--- config.mk ---
export PLATFORM = sky130hd
export DESIGN_NAME = gf2m_sqr_reduce
export DESIGN_NICKNAME = d
export VERILOG_FILES = /design/src/rtl/gf2m_pkg.sv /design/src/rtl/gf2m_fold_slice.sv /design/src/rtl/gf2m_sqr_reduce.sv
export SDC_FILE = /design/constraint.sdc
export NUM_CORES = 1
export LEC_CHECK = 0
export BUFFER_PORTS_ARGS = -buffer_cell sky130_fd_sc_hd__buf_2
export CAP_MARGIN = 20
export CELL_PAD_IN_SITES_DETAIL_PLACEMENT = 1
export CELL_PAD_IN_SITES_GLOBAL_PLACEMENT = 1
export CORE_UTILIZATION = 41
export CTS_CLUSTER_SIZE = 20
export DETAILED_ROUTE_END_ITERATION = 8
export GPL_ROUTABILITY_DRIVEN = 0
export PLACE_DENSITY = 0.87
export RECOVER_POWER = 50
export REMOVE_ABC_BUFFERS = 1
export SYNTH_ARGS = -nofsm -noshare
export SYNTH_HDL_FRONTEND = slang
export SYNTH_SLANG_ARGS = --single-unit
--- constraint.sdc ---
create_clock -name i_clk -period 12.7 [get_ports i_clk]
set_input_delay 1.27 -clock i_clk [delete_from_list [all_inputs] [get_ports i_clk]]
set_output_delay 1.27 -clock i_clk [all_outputs]
set_load 0.02 [all_outputs]
--- src/rtl/gf2m_pkg.sv ---
// Shared constants and types for the GF(2^M) squaring/reduction datapath.
package gf2m_pkg;

    localparam int          GF_M     = 113;
    localparam int          GF_W     = 16;
    localparam logic [127:0] GF_F_LOW = 128'h201;
    localparam int          GF_NFOLD = (GF_M - 1 + GF_W - 1) / GF_W;

    typedef logic [127:0] elem_t;
    typedef logic [255:0] sqr_t;

    typedef enum logic [1:0] {
        IDLE = 2'd0,
        FOLD = 2'd1,
        DONE = 2'd2
    } state_t;

    // Degree of a polynomial given as a bit vector; -1 for the zero polynomial.
    function automatic int poly_deg(input logic [127:0] p);
        int d;
        d = -1;
        for (int i = 0; i < 128; i++) begin
            if (p[i]) d = i;
        end
        return d;
    endfunction

endpackage

--- src/rtl/gf2m_fold_slice.sv ---
// Combinational fold of one W-bit chunk of the working register into the bits below it.
module gf2m_fold_slice
    import gf2m_pkg::*;
#(
    parameter int           M     = GF_M,
    parameter int           W     = GF_W,
    parameter logic [127:0] F_LOW = GF_F_LOW,
    parameter int           NFOLD = GF_NFOLD,
    parameter int           CW    = 3
) (
    input  sqr_t            i_r,
    input  logic [CW-1:0]   i_j,
    output sqr_t            o_r
);

    localparam sqr_t FLOW_EXT = {128'b0, F_LOW};

    sqr_t w_r;

    // Landing bits sit strictly below the chunk, so chunk bits are read from i_r.
    always_comb begin
        w_r = i_r;
        for (int jj = 0; jj < NFOLD; jj++) begin
            if (i_j == CW'(jj)) begin
                for (int k = 0; k < W; k++) begin
                    if (M + jj * W + k <= 2 * M - 2) begin
                        if (i_r[M + jj * W + k]) begin
                            w_r[M + jj * W + k] = 1'b0;
                            w_r = w_r ^ (FLOW_EXT << (jj * W + k));
                        end
                    end
                end
            end
        end
    end

    assign o_r = w_r;

endmodule

--- src/rtl/gf2m_sqr_reduce.sv ---
// Sequential modular reduction of a 256-bit unreduced square, W bits folded per clock,
// fixed NFOLD-cycle latency regardless of operand value.
module gf2m_sqr_reduce
    import gf2m_pkg::*;
#(
    parameter int           M     = GF_M,
    parameter int           W     = GF_W,
    parameter logic [127:0] F_LOW = GF_F_LOW
) (
    input  logic         i_clk,
    input  logic         i_rst,
    input  logic         i_in_valid,
    output logic         o_in_ready,
    input  logic [255:0] i_in_data,
    output logic         o_out_valid,
    input  logic         i_out_ready,
    output logic [127:0] o_out_data,
    output logic         o_busy
);

    localparam int   NFOLD    = (M - 1 + W - 1) / W;
    localparam int   CW       = (NFOLD > 1) ? $clog2(NFOLD) : 1;
    localparam sqr_t IN_MASK  = (sqr_t'(1) << (2 * M - 1)) - sqr_t'(1);
    localparam elem_t OUT_MASK = (elem_t'(1) << M) - elem_t'(1);

    // New bits from a fold must land below the chunk being folded.
    if (poly_deg(F_LOW) > M - W) begin : g_bad_f_low
        $error("gf2m_sqr_reduce: deg(F_LOW) must not exceed M-W");
    end

    state_t          r_state;
    sqr_t            r_work;
    logic [CW-1:0]   r_cnt;
    logic            r_in_ready;
    logic            r_out_valid;
    elem_t           r_out_data;
    logic            r_busy;
    sqr_t            w_fold;

    gf2m_fold_slice #(
        .M     (M),
        .W     (W),
        .F_LOW (F_LOW),
        .NFOLD (NFOLD),
        .CW    (CW)
    ) u_fold (
        .i_r (r_work),
        .i_j (r_cnt),
        .o_r (w_fold)
    );

    always_ff @(posedge i_clk or posedge i_rst) begin
        if (i_rst) begin
            r_state     <= IDLE;
            r_work      <= '0;
            r_cnt       <= '0;
            r_in_ready  <= 1'b0;
            r_out_valid <= 1'b0;
            r_out_data  <= '0;
            r_busy      <= 1'b0;
        end else begin
            case (r_state)
                IDLE: begin
                    r_in_ready <= 1'b1;
                    if (i_in_valid && r_in_ready) begin
                        r_work     <= i_in_data & IN_MASK;
                        r_cnt      <= CW'(NFOLD - 1);
                        r_in_ready <= 1'b0;
                        r_busy     <= 1'b1;
                        r_state    <= FOLD;
                    end
                end
                FOLD: begin
                    r_work <= w_fold;
                    if (r_cnt == '0) begin
                        r_out_data  <= w_fold[127:0] & OUT_MASK;
                        r_out_valid <= 1'b1;
                        r_state     <= DONE;
                    end else begin
                        r_cnt <= r_cnt - CW'(1);
                    end
                end
                DONE: begin
                    if (i_out_ready) begin
                        r_out_valid <= 1'b0;
                        r_in_ready  <= 1'b1;
                        r_busy      <= 1'b0;
                        r_state     <= IDLE;
                    end
                end
                default: begin
                    r_in_ready  <= 1'b0;
                    r_out_valid <= 1'b0;
                    r_busy      <= 1'b0;
                    r_state     <= IDLE;
                end
            endcase
        end
    end

    assign o_in_ready  = r_in_ready;
    assign o_out_valid = r_out_valid;
    assign o_out_data  = r_out_data;
    assign o_busy      = r_busy;

endmodule

# After elaboration in Yosys (flattened, before gate mapping)
# Cells that the tools add are included.
[op_classes] addsub=1 n_eq_ne=12 n_mux=241 n_bitwise=114 reduce_logical=11
[op_table] op="256-bit two-way mux" n=113
[op_table] op="256-bit case mux with 2 select lines" n=1
[op_table] op="225-bit two-way mux" n=1
[op_table] op="224-bit two-way mux" n=1
[op_table] op="2-bit inverter" n=112
[op_table] op="223-bit two-way mux" n=1
[op_table] op="222-bit two-way mux" n=1
[op_table] op="221-bit two-way mux" n=1
[op_table] op="220-bit two-way mux" n=1
[op_table] op="219-bit two-way mux" n=1
[op_table] op="218-bit two-way mux" n=1
[op_table] op="217-bit two-way mux" n=1
[op_table] op="216-bit two-way mux" n=1
[op_table] op="215-bit two-way mux" n=1
[op_table] op="214-bit two-way mux" n=1
[op_table] op="213-bit two-way mux" n=1
[op_table] op="212-bit two-way mux" n=1
[op_table] op="211-bit two-way mux" n=1
[op_table] op="210-bit two-way mux" n=1
[op_table] op="209-bit two-way mux" n=1
[op_table] op="208-bit two-way mux" n=1
[op_table] op="207-bit two-way mux" n=1
[op_table] op="206-bit two-way mux" n=1
[op_table] op="205-bit two-way mux" n=1
[op_table] op="other kinds (111)" n=132
[totals] register_bits=377

# Longest topological paths before layout
# Gate-level depths: netlist of the first run.
[depth] ltp_word=337 ltp_mapped=11 depth_no_buf=7

# Hierarchy
# A second synthesis of the first run with hierarchy kept.
[unflattened] cells_unflattened=1925 area_unflattened_um2=20498.4
[by_module_without_submodules] module="gf2m_sqr_reduce" n_inst=1 cells_per_inst=1366 area_per_inst_um2=16612.2
[by_module_without_submodules] module="gf2m_fold_slice" n_inst=1 cells_per_inst=559 area_per_inst_um2=3886.2

# Least setup slack after synthesis of the first run
# Ideal clock, no wire load.
[synth_path] kind="input-to-reg" startpoint="in i_in_valid" endpoint="reg r_work[105]" setup_time_ns=0.123 t_arrival_ns=2.216 path_slack_ns=10.362 cell_stages=5 path_buffers=2 path_cell_list="nand2_1 > or3_1 > buf_2 > buf_6 > o221a_2"
[synth_between] elab_chain_cells=3
[synth_rtl] item="start: declaration" line="gf2m_sqr_reduce.sv:12" text="input logic i_in_valid,"
[synth_rtl] item="1-bit logical AND" line="gf2m_sqr_reduce.sv:65" text="if (i_in_valid && r_in_ready) begin"
[synth_rtl] item="2-bit != test (no line)"
[synth_rtl] item="2-bit AND reduction (no line)"
[synth_rtl] item="end signal: assignment" line="gf2m_sqr_reduce.sv:66" text="r_work <= i_in_data & IN_MASK;"
[synth_rtl] item="end signal: assignment" line="gf2m_sqr_reduce.sv:74" text="r_work <= w_fold;"
[synth_rtl] item="end: declaration" line="gf2m_sqr_reduce.sv:32" text="sqr_t r_work;"
# Every way passes these cells.
# A chain may end at the register's enable or synchronous reset.

==> impl_results.md, run 1 <==
* Setup violators final at 0
* Final Max Slew Viols at 182
* I/O Buffers at 344
* Cells after synthesis at 1,926
* Worst path arrival time at 5.44 ns
* Final worst slack at 7.962 ns
* 1st-pass router iterations at 5
* Top area cells in the synthesized netlist: dfrtp_1 50%, nand2_1 8.5%, xnor2_1 6.4%
* Setup WS pre-CTS at 8.933 ns
* Run status: complete, but fails checks
* Area share of the largest cell type after synthesis at 0.4950
* Post-CTS setup buffer count at 0
* Required time of the critical path at 13.40 ns
* Post-synthesis async set-or-reset flop share at 1.000
* Yosys cell types at 47
* Number of max-cap violations at 3
* CTS tree: built
* Total power at 0.006183 W
* Setup crit end: o_out_data[67]$_DFFE_PP0P_
* Cell Rows at 75
* CTS buffer count at 41
* Drt total wl at 64.08 mm
* Slew Limit Headroom at -2.535
* Worst-path fanout max at 113
* Cells resized by post-CTS repair at 0
* Post-CTS Hold Buffers at 0
* ANT nets after route at 0
* Core ar. at 42,040 um2
* Worst-path clk slew at 0.06 ns
* Worst Setup SP: i_rst
* Reg2reg start: r_state[0]$_DFFE_PP0P_
* Hold Crit Class: register to register
* Global-route wire length before repair at 99.02 mm
* Most instantiated library cell after synthesis: nand2_1
* Vias per std cell at 5.800
* Clock root buffer: clkbuf_16
* Vias at 16,025
* Worst R2R Path Depth at 5
* Seq/Total Area, Yosys at 0.4950
* Fmax at 211.1 MHz
* CTS sink count at 346
* Vias in the first global route at 17,384
* Worst reg2reg setup slack at 8.67 ns
* Worst Setup Path Type: primary input to async pin
* Unrepaired setup endpoints after global routing: no
* H-tree levels at 2
* Setup TNS at 0 ns
* Area occupied by multi-input gates at 8033 um2
* DRC viols at 0
* Initial antenna violation count at 18
* Worst vdd ir at 0.1338 mV
* Share of cells above drive strength 1 at 0.1564
* Worst hold slack at 0.4824 ns
* Ys Warns at 0
* Top cells by count, synth: 394 x nand2_1, 346 x dfrtp_1, 164 x a21oi_1
* Pwr Density at 299.6 nW/um2
* WL/cell at 23.19 um
* Tot GR Track Use at 0.2938
* Final Hold Fails at 0
* Nature of the critical path endpoint: async pin
* Die Area at 43,490 um2
* Slew @ Worst Pin at 5.302 ns
* Die Ht at 208.5 um
* Number of synthesized flops with an enable pin at 0
* Bufs on Longest Clock Path at 3
* Final nets at 2,447
* Tcrit/Tclk final at 0.3731
* Register Area at 8666 um2
* Largest net degree at the start of global routing at 160
* GRT Residual Overflow at 0
* Clock latency on the worst-skew pair at 0.57 ns
* Main synth FF type: dfrtp_1
* Seq cells post-synth at 346
* Post-Synthesis Cell Area at 17,490 um2
* Die Wd at 208.5 um
* Syn_area_per_cell at 9.081 um2
* LEAKAGE at 8.954 nW
* Layout fillers at 5,002
* Area delta synth->final at 18.01%
* Dpl hpwl at 41.64 mm
* Initial cell density of the core at 0.4160
* Critical Path Source Type: primary input
* Reg2Reg Capture Point: r_work[141]$_DFFE_PP0P_
* Period minus WS final at 4.738 ns
* Leading area contributor after synthesis: dfrtp_1
* Failing checks: max-capacitance violations, max-slew violations
* Num ports at 391
* DRT iter0 DRCs at 1,078
* Clock skew at 0.01978 ns
==> critical path, cell delays in order <==
cell        delay [ns]
buf_2             0.10
clkinvlp_2        2.85
clkbuf_1          0.58
buf_16            0.38
==> final cells by class <==
| type | instances | area share |
|---|---|---|
| antenna | 12 | 0.001455 |
| clock buffer | 56 | 0.05934 |
| clock inverter | 17 | 0.009578 |
| inverter | 4 | 0.0007880 |
| multi-input combinational | 1424 | 0.3892 |
| sequential | 346 | 0.4198 |
| tap | 539 | 0.03267 |
| timing repair buffer | 365 | 0.08717 |
==> routing by layer <==
metal	part of all wire	GRT usage
met4	0.033	0.1207
met5	0.0016	0
met3	0.059	0.05796
met1	0.41	0.3632
met2	0.50	0.5019
==> cell families (layout without fill, tap and decap cells) <==
kind of cell / after synthesis / after routing / share of synthesized area
multiplexers: 34 / 34 / 0.01946
XOR/XNOR: 168 / 168 / 0.08413
buffers and inverters: 170 / 442 / 0.05065
flip-flops: 346 / 346 / 0.4950
adder cells (fa/ha/maj): 5 / 5 / 0.003577
AND/OR/NAND/NOR: 691 / 691 / 0.1634
other: 1 / 27 / 0.0002144
AO/OA/AOI/OAI: 511 / 511 / 0.1836
==> cells in the final DEF, fill, tap and decap left out, types with 21 or more instances in the layout <==
cell	synthesis	routed
nor3_1	33	33
dfrtp_1	346	344
clkbuf_16	0	43
mux2i_1	34	34
a21oi_1	164	164
xor2_1	40	40
nor2_1	154	153
a22o_1	40	40
a311oi_1	30	30
nand4_1	21	21
clkbuf_1	43	121
o21ai_0	154	154
o31a_1	23	23
nand3_1	64	64
nand2_1	394	393
buf_2	75	228
xnor2_1	128	128
==> registers in the layout (all words and copies together), names as in the netlist <==
register and flops:
o_out_valid 1, r_state 2, r_work 225, r_cnt 3, o_busy 1, o_in_ready 1, o_out_data 113
==> how the worst min path moves through the flow <==
stage / slack, ns / depth (start not counted) / start / to
floorplan: 0.44 / 1 / r_work[136]$_DFFE_PP0P_ / r_work[136]$_DFFE_PP0P_
global placement: 0.45 / 1 / r_work[136]$_DFFE_PP0P_ / r_work[136]$_DFFE_PP0P_
detailed placement: 0.46 / 2 / o_out_data[73]$_DFFE_PP0P_ / o_out_data[73]$_DFFE_PP0P_
CTS: 0.48 / 2 / o_out_data[28]$_DFFE_PP0P_ / o_out_data[28]$_DFFE_PP0P_
global route: 0.50 / 2 / o_out_data[46]$_DFFE_PP0P_ / o_out_data[46]$_DFFE_PP0P_
finish: 0.48 / 2 / o_out_data[99]$_DFFE_PP0P_ / o_out_data[99]$_DFFE_PP0P_
==> stage by stage <==
stage / util / cells / area, um2
after floorplan: - / 1774 / 16670
after global placement: 0.4584 / 2675 / 19270
after detailed placement: 0.4584 / 2675 / 19270
after CTS: 0.4923 / 2748 / 20690
after global routing: 0.4906 / 2756 / 20620
final: 0.4910 / 2763 / 20640
==> report_power, final <==
| part | internal, W | total, W | switching, W | leakage [nW] |
|---|---|---|---|---|
| registers | 0.00163 | 0.00219 | 0.000555 | 4.14 |
| logic | 0.000972 | 0.00274 | 0.00177 | 4.10 |
| clock network | 0.000757 | 0.00126 | 0.000499 | 0.706 |
| total | 0.00336 | 0.00618 | 0.00282 | 8.95 |
No activity file was read; power rests on OpenSTA's default activity.
==> run 2: changes to the inputs <==
- clock period: 12.7 -> 4.8 ns (I/O delays scaled with it)
==> run 2 against run 1 <==
Net effect:
- the run still ends with max-capacitance violations, max-slew violations left
- flip-flop and latch count stayed put
- final cell count is 0.33% higher
- sequential power grew to 2.6 times the previous value
- design area grew 0.41%
- core utilization grew 0.20 points
- clock skew grew 0.011 ns
- critical path depth is 5 higher
- via count is 0.41% higher
- power rose to 2.7 times the previous value
- non-clock buffer count grew 5
- global-route usage is 0.087 points higher
- combinational power increased to 2.7 times the previous value
==> impl_results.md, run 2 (synthesis gave the netlist of run 1 again) <==
* Fmax at 288.6 MHz
* Hold Crit Class: primary input to register
* Core ar. at 42,040 um2 (unchanged)
* Initial antenna violation count at 20 (+2)
* Run status: complete, but fails checks
* Area delta synth->final at 18.49%
* Worst R2R Path Depth at 9 (+4)
* Commonest non-fill, non-tap cells in the layout: 393 x nand2_1, 344 x dfrtp_1, 286 x buf_2, 164 x a21oi_1, 154 x o21ai_0
* Clock skew at 0.03055 ns (+0.01077 ns)
* GRT Residual Overflow at 0 (unchanged)
* Final nets at 2,452 (+0.20%)
* Unrepaired setup endpoints after global routing: no
* Period minus WS final at 3.465 ns
* Cell Area, Placed at 19,360 um2 (+0.44%)
* Share of cells above drive strength 1 at 0.1835 (+0.02708)
* Commonest non-fill, non-tap cell in the layout: nand2_1
* Reg2reg start: r_cnt[0]$_DFFE_PP0P_
* ANT nets after route at 0 (unchanged)
* Required time of the critical path at 5.22 ns (-8.18 ns)
* Post-CTS Hold Buffers at 0 (unchanged)
* Clock latency on the worst-skew pair at 0.57 ns (about the same)
* Worst-path fanout max at 72 (-36%)
* Hold_sp: i_in_data[159]
* Setup violators final at 0 (unchanged)
* I/O Buffers at 344 (unchanged)
* WL/cell at 23.17 um (about the same)
* Slew Limit Headroom at -0.7522 (+1.783)
* DRC viols at 0 (unchanged)
* Pwr Density at 790.6 nW/um2 (+160%)
* Nature of the critical path endpoint: register
* Die Area at 43,490 um2 (unchanged)
* Initial cell density of the core at 0.4160 (unchanged)
* Global-route wire length before repair at 99.29 mm (+0.28%)
* CTS tree: built
* Worst vdd ir at 0.4704 mV (+250%)
* Failing checks: max-capacitance violations, max-slew violations
* Max reg flops at 225 (unchanged)
* Layout fillers at 4,946 (-1.1%)
* Largest reg by FF count: r_work
* CTS sink count at 346 (unchanged)
* Bufs on Longest Clock Path at 3 (unchanged)
* Number of max-cap violations at 2 (-1)
* Critical Path Source Type: register
* Clock root buffer: clkbuf_16
* Worst-path clk slew at 0.06 ns (about the same)
* Final worst slack at 1.335 ns (-6.627 ns)
* Worst Setup Path Type: register to register
* Die Ht at 208.5 um (unchanged)
* Vias per std cell at 5.804 (about the same)
* Vias at 16,090 (+0.41%)
* Worst path arrival time at 3.88 ns (-1.56 ns)
* 1st-pass router iterations at 7 (+2)
* CTS buffer count at 41 (unchanged)
* Hold Path End: r_work[159]$_DFFE_PP0P_
* Cell Rows at 75 (unchanged)
* Die Wd at 208.5 um (unchanged)
* Cells resized by post-CTS repair at 0 (unchanged)
* Setup WS pre-CTS at 1.344 ns (-7.589 ns)
* Tcrit/Tclk final at 0.7219
* Vias in the first global route at 17,387 (+0.017%)
* Reg2Reg Capture Point: r_work[115]$_DFFE_PP0P_
* Fin area at 20,720 um2 (+0.41%)
* LEAKAGE at 9.134 nW (+2.0%)
* Num ports at 391 (unchanged)
* DRT iter0 DRCs at 1,165 (+8.1%)
* Slew @ Worst Pin at 2.628 ns (-2.674 ns)
* Dpl hpwl at 42.19 mm (+1.3%)
* Final Max Slew Viols at 134 (-26%)
* Worst Setup SP: r_cnt[0]$_DFFE_PP0P_
* Min-Delay Path Depth at 3 (+1)
* Largest net degree at the start of global routing at 110 (-31%)
* Final Hold Fails at 0 (unchanged)
* Drt total wl at 64.23 mm (+0.23%)
* H-tree levels at 2 (unchanged)
* Worst reg2reg setup slack at 1.33 ns (-7.34 ns)
* Tot GR Track Use at 0.2947 (+0.0008691)
* Post-CTS setup buffer count at 0 (unchanged)
==> run 2: cell types whose count changed in the layout (fill, tap and decap cells not counted), moves of 2 or more <==
| cell | before | now |
|---|---|---|
| buf_12 | 1 | 3 |
| buf_16 | 3 | 0 |
| buf_2 | 228 | 286 |
| buf_4 | 15 | 22 |
| clkbuf_1 | 121 | 68 |
| clkinv_2 | 9 | 2 |
| clkinvlp_4 | 2 | 4 |
| diode_2 | 12 | 15 |
==> run 2: worst max-delay path by stage <==
stage                                       endpoint  slack, ns  cells after the start
final                        r_work[115]$_DFFE_PP0P_       1.33                      9
after CTS                 o_out_data[94]$_DFFE_PP0P_       1.30                      7
after global routing      o_out_data[52]$_DFFE_PP0P_       1.14                      9
after floorplan                 r_cnt[2]$_DFFE_PP0P_      -7.44                      5
after global placement    o_out_data[83]$_DFFE_PP0P_       1.44                      7
after detailed placement  o_out_data[94]$_DFFE_PP0P_       1.34                      7
==> run 2: final cells by class <==
cell class / count / area (um2) / area share
Clock buffer: 63 / 1261 / 0.06085
Antenna cell: 15 / 37.54 / 0.001811
Multi-Input combinational cell: 1424 / 8040 / 0.3879
Tap cell: 539 / 674.4 / 0.03254
Timing Repair Buffer: 370 / 1878 / 0.09062
Sequential cell: 346 / 8666 / 0.4181
Inverter: 4 / 18.77 / 0.0009056
Clock inverter: 11 / 148.9 / 0.007184
==> run 2: worst max-delay path: stages (launching register included) <==
cell      delay [ns]
dfrtp_1         0.41
inv_1           0.16
ha_1            0.60
buf_4           0.39
nor2b_1         0.17
buf_4           0.24
nand2_4         0.53
buf_4           0.51
o221ai_1        0.15
a21oi_1         0.11
==> run 2: per-stage QoR <==
stage	util	std cells	power (W)	setup TNS [ns]	hold WS [ns]
after floorplan	-	1774	0.01038	-3340.49	0.4412
after global placement	0.4604	2683	0.01252	0	0.4520
after detailed placement	0.4604	2683	0.01304	0	0.4601
after CTS	0.4940	2757	0.01648	0	0.07031
after global routing	0.4926	2766	0.01738	0	0.1168
final	0.4930	2772	0.01639	0	0.1008
==> run 2: metal layers <==
| metal | vias to the layer above | GRT usage | wire [um] |
|---|---|---|---|
| met5 | - | 0 | 91 |
| met4 | 14 | 0.1298 | 2403 |
| met3 | 154 | 0.05072 | 3897 |
| met2 | 611 | 0.4991 | 31290 |
| met1 | 8158 | 0.3693 | 26540 |
| li1 | 7153 | - | - |
==> run 2: power by group <==
group	leakage [nW]	internal, W	switching [W]
combinational	4.31	0.00263	0.00468
sequential	4.14	0.00431	0.00145
clock	0.684	0.00197	0.00133
==> run 3: changes to the inputs <==
- CORE_UTILIZATION: 41 -> 37
- PLACE_DENSITY: 0.87 -> 0.84
- clock period: 4.8 -> 2.85 ns (I/O delays scaled with it)
==> run 3 against run 2 <==
Net effect:
- the flow finishes with violations (max-capacitance violations)
- non-clock buffer count increased by 107
- global-route usage is 1.8 points lower
- power grew 69%
- hold slack lost 0.076 ns
- first-iteration DRC count is 7.6% lower
- via count grew 2.3%
- worst setup slack lost 0.98 ns
- critical path type unchanged
- critical endpoint is now o_out_data[104]$_DFFE_PP0P_
==> impl_results.md, run 3 (synthesis gave the netlist of run 1 again) <==
* Crit path top cell by count: nand2_1
* Crit path cell chain: nand2b_4 > nor2_4 > buf_4 > nand2_1 > nand2_1
* Required time of the critical path at 3.34 ns (-1.88 ns)
* Run status: complete, but fails checks
* Final nets at 2,559 (+4.4%)
* Vias at 16,454 (+2.3%)
* Worst-path clk slew at 0.07 ns (about the same)
* Hold_sp: i_in_data[111]
* ANT nets after route at 0 (unchanged)
* DRC viols at 0 (unchanged)
* Placed Cells at 2,771 (+3.3%)
* Fmax at 401.4 MHz (+39%)
* CTS buffer count at 41 (unchanged)
* Clock root buffer: clkbuf_16
* CP Buf/Inv Count at 1 (-3)
* Tot GR Track Use at 0.2768 (-0.01790)
* Clock skew at 0.01884 ns (-0.01171 ns)
* Commonest non-fill, non-tap cells in the layout: 393 x nand2_1, 344 x dfrtp_1, 237 x buf_2, 164 x a21oi_1, 154 x o21ai_0
* Worst-path fanout max at 39 (-46%)
* Dpl hpwl at 43.12 mm (+2.2%)
* Global-route wire length before repair at 102.2 mm (+3.0%)
* Pwr Density at 1275 nW/um2 (+61%)
* Slowest-stage cell, CP: dfrtp_4
* Final Max Slew Viols at 0 (-100%)
* Worst path arrival time at 2.98 ns (-0.90 ns)
* Crit path max-delay family: simple AND/OR/NAND/NOR gates
* Worst vdd ir at 0.6126 mV (+30%)
* Num ports at 391 (unchanged)
* Layout fillers at 5,458 (+10%)
* CTS tree: built
* Worst Setup SP: r_state[0]$_DFFE_PP0P_
* Clock latency on the worst-skew pair at 0.56 ns (about the same)
* WL/cell at 22.72 um (-1.9%)
* Reg2reg start: r_state[0]$_DFFE_PP0P_
* Die Ht at 219.4 um (+5.2%)
* Area delta synth->final at 24.26%
* Failing checks: max-capacitance violations
* Initial cell density of the core at 0.3757 (-0.04035)
* Number of max-cap violations at 1 (-1)
* H-tree levels at 2 (unchanged)
* Unrepaired setup endpoints after global routing: no
* Post-CTS Hold Buffers at 86 (+86)
* Cells resized by post-CTS repair at 0 (unchanged)
* Bufs on Longest Clock Path at 3 (unchanged)
* Slew @ Worst Pin at 1.498 ns (-1.130 ns)
* Slowest stage delay, CP at 0.70 ns (+0.10 ns)
* Hold Crit Class: primary input to register
* Die Wd at 219.4 um (+5.2%)
* Largest net degree at the start of global routing at 92 (-16%)
* Critical Path Source Type: register
* Post-CTS setup buffer count at 0 (unchanged)
* Core ar. at 46,560 um2 (+11%)
* 1st-pass router iterations at 7 (unchanged)
* Largest reg by FF count: r_work
* Final non-filler cell total at 2,937 (+6.0%)
* Vias per std cell at 5.602 (-3.5%)
* Tcrit/Tclk final at 0.8741 (+0.1522)
* Vias in the first global route at 17,575 (+1.1%)
* Cell Rows at 79 (+5.3%)
* Commonest non-fill, non-tap cell in the layout: nand2_1
* I/O Buffers at 344 (unchanged)
* CTS sink count at 346 (unchanged)
* Max reg flops at 225 (unchanged)
* Share of cells above drive strength 1 at 0.1593 (-0.02422)
* Initial antenna violation count at 12 (-40%)
* DRT iter0 DRCs at 1,076 (-7.6%)
* LEAKAGE at 9.410 nW (+3.0%)
* Total power at 0.02771 W (+69%)
* Worst hold slack at 0.02521 ns (-0.07560 ns)
* Final Util at 0.4668 (-0.02613)
* Setup violators final at 0 (unchanged)
* Die Area at 48,150 um2 (+11%)
* Slew Limit Headroom at 0.001000 (+0.7532)
* Nature of the critical path endpoint: register
* Worst Setup Path Type: register to register
* Period minus WS final at 2.491 ns (-0.9740 ns)
* GRT Residual Overflow at 0 (unchanged)
* Drt total wl at 66.73 mm (+3.9%)
* Final Hold Fails at 0 (unchanged)
-- run 3: cell types whose count changed in the layout (fill, tap and decap cells not counted), moves of 7 or more --
cell | previous run | this run
dlygate4sd3_1 | 0 | 86
clkbuf_1 | 68 | 126
buf_2 | 286 | 237
diode_2 | 15 | 7
buf_12 | 3 | 10
buf_4 | 22 | 29
-- run 3: per-stage QoR --
stage               worst slack (ns)  setup TNS [ns]  instance area (um2)
finish                        0.3589               0                21730
global route                  0.1677               0                21730
CTS                           0.3865               0                21880
detailed placement            0.4155               0                19700
global placement              0.5225               0                19700
floorplan                     -9.387        -4608.28                16670
-- run 3: layout make-up --
class | count | area (um2) | area share
Antenna cell | 7 | 17.52 | 0.0008059
Multi-Input combinational cell | 1424 | 8045 | 0.3702
Sequential cell | 346 | 8666 | 0.3987
Clock buffer | 65 | 1249 | 0.05745
Tap cell | 607 | 759.5 | 0.03494
Clock inverter | 7 | 76.32 | 0.003512
Inverter | 4 | 22.52 | 0.001036
Timing Repair Buffer | 477 | 2899 | 0.1334
-- run 3: path summary, 6_finish.rpt --
check / endpoint / slack, ns / cells past startpoint
hold reg to reg: o_out_data[99]$_DFFE_PP0P_ / 0.47 / 2
min in group asynchronous: o_out_data[35]$_DFFE_PP0P_ / 0.41 / 3
setup / recovery: o_out_data[104]$_DFFE_PP0P_ / 0.36 / 5
max in group asynchronous: o_out_data[40]$_DFFE_PP0P_ / 0.52 / 4
hold / removal: r_work[111]$_DFFE_PP0P_ / 0.03 / 2
setup reg to reg: o_out_data[104]$_DFFE_PP0P_ / 0.36 / 5
-- run 3: report_power, final --
| part | total, W | switching, W | internal [W] |
|---|---|---|---|
| Clock | 0.00530 | 0.00220 | 0.00310 |
| Combinational | 0.0127 | 0.00803 | 0.00466 |
| Sequential | 0.00972 | 0.00246 | 0.00727 |
-- run 3: per-layer routing --
| layer | track usage | part of all wire | vias up |
|---|---|---|---|
| li1 | - | - | 7359 |
| met1 | 0.3490 | 0.41 | 8329 |
| met2 | 0.4702 | 0.50 | 601 |
| met3 | 0.04310 | 0.057 | 155 |
| met4 | 0.1153 | 0.036 | 10 |
| met5 | 0 | 0.00096 | - |
